--- config.mk ---
export PLATFORM = sky130hd
export DESIGN_NAME = gcd_xcel_core
export DESIGN_NICKNAME = d
export VERILOG_FILES = /design/src/rtl/gcd_xcel_core.sv
export SDC_FILE = /design/constraint.sdc
export NUM_CORES = 1
export LEC_CHECK = 0
export ABC_AREA = 0
export CAP_MARGIN = 20
export CELL_PAD_IN_SITES_DETAIL_PLACEMENT = 2
export CELL_PAD_IN_SITES_GLOBAL_PLACEMENT = 2
export CORE_MARGIN = 5
export CORE_UTILIZATION = 30
export DETAILED_ROUTE_END_ITERATION = 7
export PLACE_DENSITY = 0.76
export SLEW_MARGIN = 30
export SYNTH_ARGS = -nofsm -noshare
export SYNTH_HDL_FRONTEND = slang
export SYNTH_SLANG_ARGS = --single-unit
--- constraint.sdc ---
create_clock -name clk -period 3 [get_ports clk]
set_input_delay 0.6 -clock clk [delete_from_list [all_inputs] [get_ports clk]]
set_output_delay 0.6 -clock clk [all_outputs]
set_load 0.005 [all_outputs]
--- src/rtl/gcd_xcel_core.sv ---
// gcd_xcel_core: single-transaction iterative GCD engine (Euclid subtract/swap).
// A request {a, b} is accepted in IDLE. CALC performs one swap or subtract per
// cycle until b reaches zero. DONE holds the result until the response is taken.
// Optional feature macro: GCD_ZERO_BYPASS_EN. When it is defined, a zero operand
// at accept goes straight to DONE with a|b as the result.
module gcd_xcel_core #(
  parameter int unsigned p_nbits = 16
) (
  input  logic                   clk,
  input  logic                   reset,
  input  logic                   req_val,
  output logic                   req_rdy,
  input  logic [2*p_nbits-1:0]   req_msg,
  output logic                   resp_val,
  input  logic                   resp_rdy,
  output logic [p_nbits-1:0]     resp_msg
);

  typedef enum logic [1:0] {
    StIdle = 2'd0,
    StCalc = 2'd1,
    StDone = 2'd2
  } state_e;

  state_e             state_q, state_d;
  logic [p_nbits-1:0] a_q, a_d;
  logic [p_nbits-1:0] b_q, b_d;
  logic [p_nbits-1:0] req_a, req_b;

  assign req_a = req_msg[2*p_nbits-1:p_nbits];
  assign req_b = req_msg[p_nbits-1:0];

  // State and operand registers; reset clears everything immediately.
  always_ff @(posedge clk or posedge reset) begin
    if (reset) begin
      state_q <= StIdle;
      a_q     <= '0;
      b_q     <= '0;
    end else begin
      state_q <= state_d;
      a_q     <= a_d;
      b_q     <= b_d;
    end
  end

  // Next-state and datapath update: one Euclid step per CALC cycle.
  always_comb begin
    state_d = state_q;
    a_d     = a_q;
    b_d     = b_q;
    unique case (state_q)
      StIdle: begin
        // req_rdy is high whenever the registers can change in IDLE.
        if (req_val) begin
          a_d     = req_a;
          b_d     = req_b;
          state_d = StCalc;
`ifdef GCD_ZERO_BYPASS_EN
          if ((req_a == '0) || (req_b == '0)) begin
            a_d     = req_a | req_b;
            b_d     = '0;
            state_d = StDone;
          end
`endif
        end
      end
      StCalc: begin
        if (a_q < b_q) begin
          a_d = b_q;
          b_d = a_q;
        end else if (b_q != '0) begin
          a_d = a_q - b_q;
        end else begin
          state_d = StDone;
        end
      end
      StDone: begin
        if (resp_rdy) begin
          state_d = StIdle;
        end
      end
      default: begin
        state_d = StIdle;
      end
    endcase
  end

  // Handshake outputs are pure functions of state; req_rdy is also gated by reset.
  always_comb begin
    req_rdy  = (state_q == StIdle) && !reset;
    resp_val = (state_q == StDone);
    resp_msg = (state_q == StDone) ? a_q : '0;
  end

endmodule

==> flow_summary.json, run 1 <==
{
  "power_density_nw_per_um2": 1400,
  "grt_pass1_vias": 2983,
  "grt_util_all_layers_pct": 17.6,
  "netlist_top_cells_count": "nand2_1, dfrtp_1, o21ai_0",
  "die_h_um": 104,
  "avgSynthCellArea_um2": 8.13,
  "synth_top_family_by_area": "compound AO/OA/AOI/OAI gates",
  "outcome": "complete, no violations",
  "start_util_pct": 30.7,
  "required_ps": 3200,
  "vias_per_cell": 5.47,
  "synth_area_leader_cell": "dfrtp_1",
  "ys_top_cells_by_area": "dfrtp_1, ha_1, nand2_1",
  "syn_inst": 329,
  "overflow": 0,
  "cts-root-buf": "clkbuf_8",
  "final-hold-violation-count": 0,
  "io_pins": 54,
  "path_clk_slew_ps": 70,
  "fin_worst_skew_ps": 7.13,
  "syn_nets": 382,
  "ctsHtreeMaxLevel": 2,
  "cp_slowest_cell": "dfrtp_1",
  "fp.dieArea_um2": 10900,
  "p_total_w": 0.00486,
  "synth_seq_cells": 34,
  "worstSetupPathType": "register to register",
  "critPathBufInv": 2,
  "avgRoutedWirePerCell_um": 19.3,
  "synth-simple-area-share_pct": 17.6,
  "rows": 34,
  "numCtsBuffers": 5,
  "crit_fanout": 33,
  "netlist_area_um2": 2670,
  "synth_fa_ha_area_share_pct": 8.24,
  "crit_arrival_ps": 2990,
  "area.growth.synth_to_final_pct": 29.6,
  "wl_mm": 9.52,
  "ys.flop_type": "dfrtp_1",
  "die_x_um": 104,
  "setup.worst_path.end_class": "register",
  "synth_edf_count": 0,
  "fin_tns_setup_ps": 0,
  "core_area_um2": 8720,
  "num_antenna_cells": 0,
  "antenna_found_initial": 0,
  "holdBufCountCts": 0,
  "slew_headroom_pct": 63.0,
  "final_layout_size_suffix_gt1_share_pct": 7.51,
  "slew_viol_final": 0,
  "cts_tree": "built",
  "synth_top_area_share_pct": 31.8,
  "yosysMostFrequentCell": "nand2_1",
  "hpwlAfterDp_mm": 7.12,
  "synth_xor_area_share_pct": 3.93,
  "tightest_slew_ps": 554,
  "async_reset_ff_share_pct": 100,
  "cts_setup_buffers": 0,
  "grt_pass1_wl_mm": 15.7,
  "place_congestion": 0.873,
  "leakagePower_nw": 1.49,
  "synth-compound-area-share_pct": 26.5,
  "grt_max_degree": 35,
  "clock_latency_ps": 290,
  "setup_viol": 0,
  "min_period_ps": 2800,
  "nets": 439,
  "synth_warnings": 0,
  "ant_nets": 0,
  "vdd_drop_max_mv": 0.392,
  "fmax_mhz": 358,
  "drv_cap": 0,
  "synth_cell_type_count": 47,
  "via_count": 2703,
  "start_kind": "register",
  "cts_sinks": 34,
  "numPortBuffers": 53,
  "clockBufferDepth": 2,
  "yosysSeqAreaShare_pct": 31.8,
  "first_pass_iters": 4,
  "critPathMaxStageDelay_ps": 380,
  "synth.area.mux_share_pct": 5.24,
  "rsz0062_at_grt": "false",
  "hp-class": "register to register",
  "path_cells": "inv_1 -> ha_2 -> fa_2 -> nor2b_1 -> o31a_1 -> o41ai_4 -> o211ai_2 -> and2_4 -> a311o_1 -> buf_12 -> o31ai_1",
  "fin_crit_sh_pct": 93.2,
  "drt_iter0_markers": 59,
  "drc": 0,
  "cp_top_family": "compound AO/OA/AOI/OAI gates"
}
## metrics by stage
| stage | worst slack (ps) | instances | util, % | area [µm²] | hold slack, ps |
|---|---|---|---|---|---|
| 2_1_floorplan | 359 | 329 | - | 2670 | 456 |
| 3_3_place_gp | 306 | 487 | 38.8 | 3380 | 476 |
| 3_5_place_dp | 219 | 487 | 38.8 | 3380 | 492 |
| 4_1_cts | 192 | 494 | 39.6 | 3460 | 509 |
| 5_1_grt | 10.6 | 494 | 39.7 | 3470 | 557 |
| 6_report | 205 | 494 | 39.7 | 3470 | 506 |
## path summary, 6_finish.rpt
path,startpoint,slack [ps],cells after the start,endpoint
worst max-delay path,a_q[0],200,11,a_q[10]
worst min-delay path,a_q[0],510,2,a_q[0]
worst max register to register,a_q[0],200,11,a_q[10]
worst min register to register,a_q[0],510,2,a_q[0]
max in group asynchronous,reset,1900,3,b_q[10]
min in group asynchronous,reset,770,3,b_q[13]
## worst min-delay path, cell delays in order (launching register included)
cell and delay, ps:
dfrtp_1 340, nand2_1 50, o21ai_1 70
## cell usage in the layout, fill, tap and decap left out, types with 4 or more instances in the layout
master | Yosys | layout
xnor2_1 | 7 | 7
o2bb2ai_1 | 7 | 7
inv_1 | 26 | 26
and3_1 | 15 | 15
o31ai_1 | 6 | 6
xor2_1 | 5 | 5
nor2_1 | 22 | 22
a31oi_1 | 4 | 4
ha_1 | 16 | 15
nand2_1 | 47 | 47
clkdlybuf4s50_1 | 0 | 53
o21ai_1 | 4 | 4
nor3_1 | 5 | 5
o21ai_0 | 33 | 32
dfrtp_1 | 34 | 34
mux2i_1 | 14 | 14
o21a_1 | 5 | 5
a21o_1 | 6 | 6
nor4_1 | 4 | 4
clkbuf_8 | 0 | 5
a21oi_1 | 21 | 21
buf_4 | 0 | 13
## cells by family (layout without fill, tap and decap cells)
kind of cell,count (synthesis),after routing
AOI/OAI and AO/OA,106,106
and+or+nand+nor,103,103
buffers and inverters,43,100
DFF,34,34
adders and majority gates,17,17
muxes,14,14
xor gates and xnor gates,12,12
## metal layers
layer | GRT usage (%) | up-vias | routed length, µm
met5 | 0 | - | 0
met1 | 22.9 | 1368 | 4480
met4 | 3.70 | 0 | 98
li1 | - | 1279 | -
met3 | 3.41 | 8 | 344
met2 | 30.3 | 48 | 4600
## report_power, final
part	internal, W	total (W)	leakage, nW	switching [W]
clock network	0.000160	0.000337	0.0383	0.000176
registers	0.000712	0.000962	0.420	0.000250
logic	0.00156	0.00356	1.03	0.00201
## what timing repair did
| action | 4_1_cts | 5_1_grt |
|---|---|---|
| resized for setup | 0 | 3 |
| hold endpoints to repair | 0 | 0 |
| endpoints found under the setup margin | 0 | 1 |
## flip-flops by register name (all words and copies together), names as in the netlist
name	flops
state_q	2
b_q	16
a_q	16
## area by class of cell
type / count / area [µm²]
fillers: 973 / 5260
multi-input cells: 252 / 1660
flip-flops and latches: 34 / 851
repair buffers: 67 / 648
well taps: 108 / 135
inverters: 26 / 97.6
clock buffers: 7 / 76.3
Note: power is estimated with default switching activity, not from simulation.
==> run 2, diff against run 1 <==
--- a/config.mk
+++ b/config.mk
@@ -9,9 +9,11 @@
 export CAP_MARGIN = 20
 export CELL_PAD_IN_SITES_DETAIL_PLACEMENT = 2
 export CELL_PAD_IN_SITES_GLOBAL_PLACEMENT = 2
-export CORE_MARGIN = 5
+export CORE_ASPECT_RATIO = 0.5
+export CORE_MARGIN = 3
 export CORE_UTILIZATION = 30
 export DETAILED_ROUTE_END_ITERATION = 7
+export GPL_TIMING_DRIVEN = 0
 export PLACE_DENSITY = 0.76
 export SLEW_MARGIN = 30
 export SYNTH_ARGS = -nofsm -noshare
==> run 2 against run 1 <==
Routed wire length grew 38%. Non-clock buffer count grew 20. Count of clock-buffer cells in the layout is the same. Sequential power grew 4%. Largest cell class unchanged.
==> flow_summary.json, run 2 (synthesized netlist as in run 1, its figures left out) <==
{
  "ctsHtreeMaxLevel": 2,
  "fin_worst_skew_ps": 8.26,
  "nets": 459,
  "slew_headroom_pct": 41.6,
  "clockBufferDepth": 2,
  "ant_nets": 0,
  "io_pins": 54,
  "overflow": 0,
  "cts_tree": "built",
  "setup.worst_path.end_class": "register",
  "drv_cap": 0,
  "final-hold-violation-count": 0,
  "num_antenna_cells": 0,
  "first_pass_iters": 4,
  "area.growth.synth_to_final_pct": 47.5,
  "final_util_pct": 47.4,
  "cts_sinks": 34,
  "avgRoutedWirePerCell_um": 25.3,
  "antenna_found_initial": 0,
  "place_congestion": 0.824,
  "top_regs": "a_q x16, b_q x16, state_q x2",
  "hpwlAfterDp_mm": 8.73,
  "final_layout_size_suffix_gt1_share_pct": 16.5,
  "numCtsBuffers": 5,
  "stdcell_count": 519,
  "final_area_um2": 3940,
  "grt_pass1_wl_mm": 19.4,
  "fp.dieArea_um2": 10200,
  "start_kind": "register",
  "worstSetupPathType": "register to register",
  "rsz0062_at_grt": "true",
  "via_count": 2936,
  "die_h_um": 72.8,
  "path_clk_slew_ps": 60,
  "required_ps": 3170,
  "dpl_cell_area_um2": 3370,
  "fin_ws_ps": 55.8,
  "slew_viol_final": 0,
  "leakagePower_nw": 1.68,
  "final_cell_mix": "clkdlybuf4s50_1, nand2_1, dfrtp_1, o21ai_0, inv_1",
  "tightest_slew_ps": 877,
  "grt_util_all_layers_pct": 25.1,
  "crit_arrival_ps": 3110,
  "outcome": "complete, no violations",
  "rows": 23,
  "min_period_ps": 2940,
  "vdd_drop_max_mv": 0.601,
  "hp-class": "register to register",
  "numPortBuffers": 53,
  "grt_max_degree": 19,
  "fmax_mhz": 340,
  "start_util_pct": 32.1,
  "holdBufCountCts": 0,
  "die_x_um": 140,
  "power_density_nw_per_um2": 1550,
  "drt_iter0_markers": 153,
  "core_area_um2": 8320,
  "cts-root-buf": "clkbuf_16",
  "pre_cts_ws_ps": -383,
  "drc": 0,
  "dp.cells": 495,
  "fin_crit_sh_pct": 98.1,
  "fin_tns_setup_ps": 0,
  "vias_per_cell": 5.66,
  "wl_mm": 13.1,
  "final_common_cell": "clkdlybuf4s50_1",
  "grt_pass1_vias": 3300,
  "setup_viol": 0,
  "crit_fanout": 7,
  "clock_latency_ps": 290
}
[run 2: timing repair]
item | CTS | global route
gates resized for setup | 36 | 33
setup endpoints to repair | 34 | 33
pin swaps | 5 | 7
gates cloned | 2 | 1
setup buffers | 12 | 2
[run 2: report_power, final]
group	switching (W)	internal, W	leakage [nW]
registers	0.000289	0.000714	0.419
logic	0.00264	0.00193	1.19
clock network	0.000211	0.000330	0.0739
[run 2: layout make-up]
type	count	area, µm²
Buffer	16	124
Clock buffer	7	143
Clock inverter	1	5.00
Fill cell	903	4370
Inverter	26	97.6
Multi-Input combinational cell	252	1810
Sequential cell	34	852
Tap cell	112	140
Timing Repair Buffer	71	768
[run 2: worst paths after layout]
path / start / end / slack [ps] / depth (start not counted)
setup / recovery: b_q[9] / a_q[13] / 60 / 12
setup reg to reg: b_q[9] / a_q[13] / 60 / 12
min in group asynchronous: reset / state_q[1] / 680 / 2
max in group asynchronous: reset / b_q[9] / 1860 / 3
hold reg to reg: b_q[3] / b_q[3] / 510 / 2
hold / removal: b_q[3] / b_q[3] / 510 / 2
[run 2: routing by layer]
layer / wire, µm / GRT usage, % / part of all wire [%]
met5: 0 / 0 / 0
met1: 5660 / 33.7 / 43
met3: 807 / 4.25 / 6.2
met4: 194 / 6.62 / 1.5
met2: 6440 / 42.7 / 49
[run 2: metrics by stage]
step	power (W)	hold slack, ps
finish	0.00612	514
global route	0.00659	558
global placement	0.00440	474
detailed placement	0.00464	501
floorplan	0.00348	456
CTS	0.00561	516
[run 2: critical path: stages, from the launching register on]
cell	delay [ps]
dfrtp_2	430
inv_1	70
ha_1	360
a21o_1	250
a21oi_1	200
o32a_1	270
o211ai_4	160
and2_4	190
a311o_2	420
buf_12	170
buf_12	150
nand2_2	90
o31ai_4	70
==> run 3, diff against run 2 <==
--- a/config.mk
+++ b/config.mk
@@ -11,10 +11,12 @@
 export CELL_PAD_IN_SITES_GLOBAL_PLACEMENT = 2
 export CORE_ASPECT_RATIO = 0.5
 export CORE_MARGIN = 3
-export CORE_UTILIZATION = 30
+export CORE_UTILIZATION = 31
+export CTS_BUF_LIST = sky130_fd_sc_hd__clkbuf_4 sky130_fd_sc_hd__clkbuf_8
 export DETAILED_ROUTE_END_ITERATION = 7
 export GPL_TIMING_DRIVEN = 0
-export PLACE_DENSITY = 0.76
+export MAX_ROUTING_LAYER = met4
+export PLACE_DENSITY = 0.78
 export SLEW_MARGIN = 30
 export SYNTH_ARGS = -nofsm -noshare
 export SYNTH_HDL_FRONTEND = slang
==> run 3 against run 2 <==
Utilization decreased by 0.16 points. Routed wire length fell by 7.1%. Sequential cell count is the same. Cell area shrank 1.7%. Die area down 3.0%. Fmax is 1.3% lower. Via count decreased by 3.1%. Cell count rose by 0.39%. Global-route usage up 0.59 points. Count of clock-buffer cells in the layout unchanged. Largest cell class unchanged. Highest routed layer unchanged.
==> flow_summary.json, run 3 (synthesized netlist as in run 1, its figures left out) <==
{
  "outcome": "complete, no violations",
  "slew_headroom_pct": 45.9,
  "start_util_pct": 32.6,
  "fmax_mhz": 335,
  "r2r_end": "a_q[6]",
  "grt_util_all_layers_pct": 25.7,
  "hpwlAfterDp_mm": 8.43,
  "crit_fanout": 6,
  "timing.hold.ws_ps": 526,
  "setup_viol": 0,
  "dp.cells": 494,
  "drt_iter0_markers": 184,
  "path_cells": "inv_2 -> ha_4 -> fa_2 -> nor2b_2 -> o31a_1 -> o41ai_4 -> buf_6 -> o211ai_4 -> and2_4 -> a311o_2 -> buf_6 -> buf_16 -> o21ai_4",
  "vias_per_cell": 5.46,
  "cts_sinks": 34,
  "numPortBuffers": 53,
  "area.growth.synth_to_final_pct": 45.0,
  "dpl_cell_area_um2": 3340,
  "nets": 461,
  "fillers": 898,
  "start_kind": "register",
  "critPathMaxStageDelay_ps": 490,
  "cts_tree": "built",
  "critPathBufInv": 4,
  "final-hold-violation-count": 0,
  "drc": 0,
  "final_area_um2": 3880,
  "fin_crit_sh_pct": 99.4,
  "first_pass_iters": 4,
  "worstSetupPathType": "register to register",
  "die_h_um": 71.7,
  "reg2reg_depth": 13,
  "grt_pass1_vias": 3199,
  "hp-class": "register to register",
  "top_regs": "a_q x16, b_q x16, state_q x2",
  "cp_top_family": "compound AO/OA/AOI/OAI gates",
  "whs_path_depth": 2,
  "worstHoldStart": "b_q[14]",
  "clockBufferDepth": 2,
  "r2r-start": "a_q[0]",
  "fin_worst_skew_ps": 6.05,
  "wl_mm": 12.2,
  "setup.worst_path.end_class": "register",
  "io_pins": 54,
  "holdBufCountCts": 0,
  "fp.dieArea_um2": 9840,
  "ctsHtreeMaxLevel": 2,
  "cp_slowest_cell": "a311o_2",
  "hold_path_end": "b_q[14]",
  "final_util_pct": 47.3,
  "rows": 23,
  "via_count": 2845,
  "required_ps": 3220,
  "final_cell_mix": "clkdlybuf4s50_1, nand2_1, dfrtp_1, o21ai_0, nor2_1",
  "core_area_um2": 8200,
  "path_clk_slew_ps": 80,
  "final_layout_size_suffix_gt1_share_pct": 18.3,
  "r2r_slack_ps": 20,
  "slew_viol_final": 0,
  "crit_arrival_ps": 3200,
  "cp_common_cell": "buf_6",
  "ant_nets": 0,
  "tightest_slew_ps": 811,
  "cts-root-buf": "clkbuf_8",
  "avgRoutedWirePerCell_um": 23.4,
  "numCtsBuffers": 5,
  "grt_max_degree": 35,
  "num_antenna_cells": 0,
  "clock_latency_ps": 290,
  "seq_area_um2": 855,
  "die_x_um": 137,
  "min_period_ps": 2980,
  "place_congestion": 0.846,
  "antenna_found_initial": 0,
  "stdcell_count": 521,
  "final_common_cell": "clkdlybuf4s50_1",
  "multi_input_area_um2": 1850,
  "overflow": 0,
  "drv_cap": 0,
  "grt_pass1_wl_mm": 18.6
}
## run 3: cell types whose count changed in the layout (fill, tap and decap cells not counted), sizes merged
cell and delta:
buf +5, clkbuf -2, bufbuf -1
## run 3: worst max path at each step
stage	startpoint	depth (start not counted)	endpoint
after global placement	a_q[0]	11	a_q[9]
after detailed placement	a_q[0]	12	a_q[4]
final	a_q[0]	13	a_q[6]
after CTS	a_q[0]	13	a_q[15]
after global routing	a_q[0]	13	a_q[3]
after floorplan	a_q[0]	12	a_q[13]
## run 3: area by class of cell
class / count / area share [%]
Sequential cell: 34 / 22.0
Buffer: 16 / 2.81
Tap cell: 112 / 3.62
Multi-Input combinational cell: 252 / 47.7
Timing Repair Buffer: 73 / 18.9
Clock inverter: 1 / 0.129
Clock buffer: 7 / 2.32
Inverter: 26 / 2.52
## run 3: worst min-delay path, stage by stage (launching register included)
cell and delay [ps]:
dfrtp_1 370, nand2_1 60, o21ai_0 70
## run 3: timing repair
action,4_1_cts,5_1_grt
pin swaps,7,9
endpoints found under the hold margin,0,0
cloned,2,0
setup buffers,11,7
setup endpoints to repair,34,33
resized for setup,47,26
## run 3: per-stage QoR
step	TNS [ps]	worst slack, ps
after floorplan	0	359
after global placement	-6980	-361
after detailed placement	-10180	-465
after CTS	0	5.96
after global routing	-852	-73.9
final	0	17.6
## run 3: metal layers
| layer | wire [µm] | up-vias | track usage [%] |
|---|---|---|---|
| met3 | 351 | 8 | 2.38 |
| met4 | 74 | 0 | 3.87 |
| met1 | 5850 | 1470 | 36.0 |
| li1 | - | 1330 | - |
| met2 | 5900 | 37 | 41.6 |
| met5 | 0 | - | - |
Power of run 3 is left out: the tool's default activity adds up to more than one toggle a clock period on the data nets, which glitch-free logic cannot reach.
